File: config.mk
export PLATFORM = sky130hd
export DESIGN_NAME = sw_sampler_flat
export DESIGN_NICKNAME = d
export VERILOG_FILES = /design/src/rtl/sw_sampler_if.sv /design/src/rtl/sw_sampler.sv /design/src/flat_wrapper.sv
export SDC_FILE = /design/constraint.sdc
export NUM_CORES = 1
export LEC_CHECK = 0
export ABC_AREA = 1
export CAP_MARGIN = 20
export CORE_MARGIN = 5
export CORE_UTILIZATION = 59
export DETAILED_ROUTE_END_ITERATION = 8
export PLACE_DENSITY = 0.75
export SETUP_SLACK_MARGIN = 0.4
export SKIP_CTS_REPAIR_TIMING = 1
export SLEW_MARGIN = 20
export SYNTH_ARGS = -nofsm -noshare
export SYNTH_HDL_FRONTEND = slang
export SYNTH_SLANG_ARGS = --single-unit
File: constraint.sdc
create_clock -name clk -period 2.1 [get_ports clk]
set_clock_uncertainty 0.15 [all_clocks]
set_input_delay 0.21 -clock clk [delete_from_list [all_inputs] [get_ports clk]]
set_output_delay 0.21 -clock clk [all_outputs]
set_load 0.02 [all_outputs]
File: src/rtl/sw_sampler_if.sv
// sw_sampler_if
//   Groups the switch sampler's board-side level inputs, its debounced
//   output and the change-event handshake into one bundle.
//
//   Signals:
//     sw_raw      [NSW]  asynchronous board switch levels
//     sw_stable   [NSW]  debounced switch vector
//     evt_valid          change event pending
//     evt_mask    [NSW]  bits flipped since the last acknowledge
//     evt_overrun        further change while an event was pending
//     evt_ack            consumer acknowledge
//
//   Modports:
//     master  - the sampler (drives sw_stable and the event outputs)
//     slave   - board/consumer side (drives sw_raw and evt_ack)
interface sw_sampler_if #(
  parameter int NSW = 10
);
  logic [NSW-1:0] sw_raw;
  logic [NSW-1:0] sw_stable;
  logic           evt_valid;
  logic [NSW-1:0] evt_mask;
  logic           evt_overrun;
  logic           evt_ack;

  modport master (
    input  sw_raw,
    input  evt_ack,
    output sw_stable,
    output evt_valid,
    output evt_mask,
    output evt_overrun
  );

  modport slave (
    output sw_raw,
    output evt_ack,
    input  sw_stable,
    input  evt_valid,
    input  evt_mask,
    input  evt_overrun
  );
endinterface

File: src/rtl/sw_sampler.sv
// sw_sampler
//   Synchronizes and debounces NSW board switches and reports changes of
//   the debounced vector as an accumulated, acknowledgeable event.
//
//   Each raw level passes a two-flop synchronizer. On every sample tick a
//   per-bit 8-bit counter counts consecutive ticks on which the
//   synchronized level differs from the debounced level; after
//   STABLE_TICKS such ticks the debounced bit takes the new level. Any
//   tick on which the levels agree restarts the count.
//
//   Debounced bits flipping in a cycle are ORed into evt_mask and raise
//   evt_valid together with the sw_stable update. A flip arriving while an
//   event is already pending and not being acknowledged sets evt_overrun.
//
//   Parameters:
//     NSW           number of switch inputs
//     STABLE_TICKS  consecutive differing ticks before a flip (1..255)
//     TICK_DIV      clocks per sample tick when prescaling (2..2^24)
//
//   Ports:
//     clk    system clock, rising edge
//     reset  synchronous, active-high; clears all state
//     bus    sw_sampler_if.master (sw_raw, sw_stable, evt_* handshake)
//
//   Build option:
//     SW_SAMPLER_PRESCALE_EN  when defined, a 24-bit prescaler produces one
//                             tick every TICK_DIV clocks; otherwise every
//                             clock is a tick and no prescaler is built.
module sw_sampler #(
  parameter int NSW          = 10,
  parameter int STABLE_TICKS = 16,
  parameter int TICK_DIV     = 50000
) (
  input  logic          clk,
  input  logic          reset,
  sw_sampler_if.master  bus
);

  if (STABLE_TICKS < 1 || STABLE_TICKS > 255) begin : gBadStableTicks
    $error("sw_sampler: STABLE_TICKS must be within 1..255");
  end
  if (TICK_DIV < 2 || TICK_DIV > 2**24) begin : gBadTickDiv
    $error("sw_sampler: TICK_DIV must be within 2..2^24");
  end

  localparam logic [7:0] LAST_CNT = 8'(STABLE_TICKS - 1);

  logic           tick;
  logic [NSW-1:0] sync_p0;
  logic [NSW-1:0] sync_p1;
  logic [7:0]     cnt [NSW];
  logic [NSW-1:0] stableNext;
  logic [NSW-1:0] flipVec;
  logic           ackAccepted;

  // ---- sample tick generation ----
`ifdef SW_SAMPLER_PRESCALE_EN
  localparam logic [23:0] PRE_LAST = 24'(TICK_DIV - 1);

  logic [23:0] preCnt;

  always_ff @(posedge clk) begin
    if (reset) begin
      preCnt <= '0;
    end else if (preCnt == PRE_LAST) begin
      preCnt <= '0;
    end else begin
      preCnt <= preCnt + 24'd1;
    end
  end

  assign tick = (preCnt == PRE_LAST);
`else
  assign tick = 1'b1;
`endif

  // ---- stage p0/p1: two-flop synchronizer, only sync_p1 is used downstream ----
  always_ff @(posedge clk) begin
    if (reset) begin
      sync_p0 <= '0;
      sync_p1 <= '0;
    end else begin
      sync_p0 <= bus.sw_raw;
      sync_p1 <= sync_p0;
    end
  end

  // ---- debounce: decide which debounced bits flip at this edge ----
  always_comb begin
    stableNext = bus.sw_stable;
    for (int i = 0; i < NSW; i++) begin
      if (tick && (sync_p1[i] != bus.sw_stable[i]) && (cnt[i] == LAST_CNT)) begin
        stableNext[i] = sync_p1[i];
      end
    end
  end

  assign flipVec     = stableNext ^ bus.sw_stable;
  assign ackAccepted = bus.evt_valid & bus.evt_ack;

  always_ff @(posedge clk) begin
    if (reset) begin
      bus.sw_stable <= '0;
      for (int i = 0; i < NSW; i++) begin
        cnt[i] <= '0;
      end
    end else begin
      bus.sw_stable <= stableNext;
      if (tick) begin
        for (int i = 0; i < NSW; i++) begin
          // Agreement restarts the run; reaching the last count flips the
          // bit (via stableNext) and also restarts.
          if ((sync_p1[i] == bus.sw_stable[i]) || (cnt[i] == LAST_CNT)) begin
            cnt[i] <= '0;
          end else begin
            cnt[i] <= cnt[i] + 8'd1;
          end
        end
      end
    end
  end

  // ---- change event, registered alongside the sw_stable update ----
  always_ff @(posedge clk) begin
    if (reset) begin
      bus.evt_valid   <= 1'b0;
      bus.evt_mask    <= '0;
      bus.evt_overrun <= 1'b0;
    end else if (flipVec != '0) begin
      bus.evt_valid <= 1'b1;
      if (ackAccepted) begin
        // The old event is consumed; the new flips start a fresh one.
        bus.evt_mask    <= flipVec;
        bus.evt_overrun <= 1'b0;
      end else begin
        bus.evt_mask <= bus.evt_mask | flipVec;
        if (bus.evt_valid) begin
          bus.evt_overrun <= 1'b1;
        end
      end
    end else if (ackAccepted) begin
      bus.evt_valid   <= 1'b0;
      bus.evt_mask    <= '0;
      bus.evt_overrun <= 1'b0;
    end
  end

endmodule

File: src/flat_wrapper.sv
// flat-port wrapper written by rule: the top's interface ports become plain ports
module sw_sampler_flat 
#(
  parameter int NSW          = 10,
  parameter int STABLE_TICKS = 16,
  parameter int TICK_DIV     = 50000
)
  (clk, reset, bus_sw_raw, bus_evt_ack, bus_sw_stable, bus_evt_valid, bus_evt_mask, bus_evt_overrun);
  sw_sampler_if #(.NSW(NSW)) bus_i ();
  input  logic clk;
  input  logic reset;
  input wire logic [$bits(bus_i.sw_raw)-1:0] bus_sw_raw;
  input wire logic [$bits(bus_i.evt_ack)-1:0] bus_evt_ack;
  output wire logic [$bits(bus_i.sw_stable)-1:0] bus_sw_stable;
  output wire logic [$bits(bus_i.evt_valid)-1:0] bus_evt_valid;
  output wire logic [$bits(bus_i.evt_mask)-1:0] bus_evt_mask;
  output wire logic [$bits(bus_i.evt_overrun)-1:0] bus_evt_overrun;
  assign bus_i.sw_raw = bus_sw_raw;
  assign bus_i.evt_ack = bus_evt_ack;
  assign bus_sw_stable = bus_i.sw_stable;
  assign bus_evt_valid = bus_i.evt_valid;
  assign bus_evt_mask = bus_i.evt_mask;
  assign bus_evt_overrun = bus_i.evt_overrun;
  sw_sampler #(.NSW(NSW), .STABLE_TICKS(STABLE_TICKS), .TICK_DIV(TICK_DIV)) u_core (.clk(clk), .reset(reset), .bus(bus_i));
endmodule
==> impl_metrics.csv <==
group,metric,value,unit
setup_path,critical_path.startpoint,"u_core.cnt[3][0]$_SDFFCE_PN0P_",
clocking,htree_levels,4,
power_and_ir_drop,static-leakage-power,0.00346,µW
clocking,cts_tree,"done",
global_routing,grt_antenna_before_repair,0,
global_routing,global_route_wire_length_before_repair,18200,µm
setup_path,worst-path-max-fanout,4,
setup_path,crit_type,"flip-flop to flip-flop",
clocking,clkLatencyLatePin,0.50,ns
final_layout,postLayoutCellArea,7540,µm²
drt,detailroute.via_count,4326,
logic_synthesis,syn_area_per_cell,9.53,µm²
logic_synthesis,syn_area,5680,µm²
power_and_ir_drop,power.density_cell_area,781,nW/µm²
timing,layout_worst_path_cycle_share,0.809,
clocking,clk_transition_reported_paths,0.06,ns
floorplan,die_area,11700,µm²
hold_path,hold_path.startpoint,"bus_sw_raw[2]",
clocking,cts_made_buffers,17,
final_layout,layout.cells.most_common,"nor2_1",
logic_synthesis,synthDistinctLibCells,35,
final_layout,antenna_cells_inserted,0,
timing,rsz_0062_raised_after_global_routing,"yes",
floorplan,boundaryPins,35,
clocking,clk_root_buffer_cell,"clkbuf_8",
floorplan,die-width,108,µm
hold_path,hold_class,"primary input to flip-flop",
drt,post-route-drc-count,0,
timing,final_report_hold_violation_count,0,
global_routing,grt_overflow_total,0,
setup_path,worst_ep_required_time,2.21,ns
place,dp.final_hpwl,7430,µm
logic_synthesis,synth-seq-cells,122,
floorplan,initial_core_utilization,0.609,
setup_path,critical_path_arrival,1.81,ns
place,port-buffer-count,34,
drt,count_of_nets_left_with_antenna_violations_after_detail_routing,0,
job,cap_viol_max_count,0,
clocking,numClockSinks,122,
final_layout,layout-drive-gt1-share,0.177,
setup_path,startpoint_type,"flip-flop",
run_status,outcome,"finished, final reports clean",
power_and_ir_drop,irDropWorstVdd,579,µV
drt,drt-initial-drc-count,248,
final_layout,count_of_nets_after_finishing,765,
timing,layout_min_cycle_time,1.70,ns
logic_synthesis,synthesis.instances,596,
setup_path,reg2reg_from,"u_core.cnt[3][0]$_SDFFCE_PN0P_",
floorplan,fp.coreArea,9330,µm²
timing,setup-tns-final,0,ns
final_layout,layout.cells.most_common_list,"nor2_1 (115), edfxtp_1 (80), conb_1 (80)",
place,dpl-instance-area,6460,µm²
timing,final-setup-viol-count,0,
floorplan,die_h,108,µm
logic_synthesis,synth-seq-area-share,0.571,
logic_synthesis,synth-warning-count,0,
final_layout,area.growth.synth_to_final,32.7,%
drt,wirelength,11400,µm
drt,viasPerCell,4.89,
global_routing,pin_count_of_the_biggest_net_entering_global_routing,22,
timing,timing.fmax,589,MHz
floorplan,num_rows,35,
setup_path,end_kind,"flip-flop",
clocking,cts-root-to-sink-buffers,2,
drt,detail_route.wl_per_cell,12.9,µm
place,place.gp.congestion,0.804,
final_layout,fillers,599,
global_routing,number_of_global_route_vias_before_repair,4273,
global_routing,grt.total_usage,0.196,
drt,drtPass1Iterations,5,
timing,timing_max_transition_violations_final,0,
-- power by group --
group / switching (µW) / leakage [µW] / internal [µW] / total [µW]
combinational: 162 / 0.00201 / 109 / 271
clock: 1030 / 0.000284 / 1860 / 2890
sequential: 76.0 / 0.00117 / 2640 / 2720
-- state kept, by name, summed over array words and instances (netlist names) --
name,cells
u_core.cnt,80
u_core.bus.evt_mask,10
u_core.bus.sw_stable,10
u_core.sync_p0,10
u_core.sync_p1,10
u_core.bus.evt_overrun,1
u_core.bus.evt_valid,1
-- per-layer routing --
layer	vias up	GRT usage	wire length [µm]
met5	-	0	0
met4	0	0.0676	225
met3	21	0.0501	501
met2	93	0.355	6060
met1	2028	0.224	4630
li1	2184	-	-
-- through the flow --
step / total power (µW) / std cells / hold WS, ns / utilization / setup slack [ns]
after CTS: 5860 / 866 / 0.0616 / 0.757 / 0.164
after detailed placement: 2980 / 834 / 0.245 / 0.693 / 0.125
after floorplan: 2910 / 675 / 0.167 / - / 0.555
after global routing: 6110 / 884 / 0.0521 / 0.808 / 0.306
after global placement: 2960 / 834 / 0.239 / 0.693 / 0.155
final: 5880 / 884 / 0.0714 / 0.808 / 0.401
-- worst max-delay path, stage by stage (launching register included) --
cell and delay (ns):
edfxtp_1 0.42, buf_6 0.13, nand3_4 0.07, nor3b_2 0.26, nand2_1 0.12, nor2_2 0.15
a21oi_2 0.06, o21a_1 0.10
-- Yosys cell counts --
cell type / n / area [µm²]
nand3_1: 23 / 115
nor3b_2: 2 / 25.0
o21a_1: 5 / 37.5
nand2_2: 3 / 18.8
nor2_2: 11 / 68.8
o21ai_1: 2 / 10.0
a31oi_1: 2 / 12.5
o21ai_0: 16 / 80.1
nor4_1: 2 / 12.5
nor2_1: 122 / 458
nand4_1: 5 / 31.3
a211oi_1: 2 / 15.0
xnor2_1: 10 / 87.6
nand3_2: 16 / 160
inv_1: 77 / 289
or2_0: 1 / 6.26
ha_1: 10 / 125
nand2_1: 67 / 251
and3_1: 5 / 31.3
clkinv_2: 1 / 5.00
a21oi_2: 1 / 8.76
or2_2: 3 / 18.8
nor3b_1: 16 / 120
o31ai_1: 1 / 7.51
conb_1: 1 / 3.75
nor3_2: 4 / 40.0
a21oi_1: 31 / 155
edfxtp_1: 80 / 2400
nor2_4: 2 / 22.5
buf_6: 1 / 11.3
dfxtp_1: 42 / 841
nor3_1: 12 / 60.1
buf_2: 2 / 10.0
xor2_1: 14 / 123
clkbuf_1: 4 / 15.0
-- cells by family (layout without fill, tap and decap cells) --
logic type | count (synthesis) | in the layout | share of synthesized area
compound gates | 60 | 60 | 0.0575
xor+xnor | 24 | 24 | 0.0370
fa+ha+maj | 10 | 10 | 0.0220
buf+inv | 85 | 165 | 0.0582
flops | 122 | 122 | 0.571
other cells | 1 | 80 | 0.000660
simple gates | 294 | 294 | 0.254
-- cell type report --
cell class / instances / area [µm²] / share of cell area
clock buffer: 20 / 445 / 0.0591
clock inverter: 12 / 149 / 0.0198
inverter: 78 / 294 / 0.0390
multi-input combinational: 468 / 2690 / 0.357
sequential: 122 / 3240 / 0.430
tap: 129 / 161 / 0.0214
timing repair buffer: 55 / 557 / 0.0739
-- final timing paths --
kind	endpoint	slack, ns	cells past startpoint
max	u_core.cnt[3][7]$_SDFFCE_PN0P_	0.40	7
min	u_core.sync_p0[2]$_SDFF_PP0_	0.07	3
max reg2reg	u_core.cnt[3][7]$_SDFFCE_PN0P_	0.40	7
min reg2reg	u_core.sync_p1[3]$_SDFF_PP0_	0.25	2
Note: power is estimated with default switching activity, not from simulation.
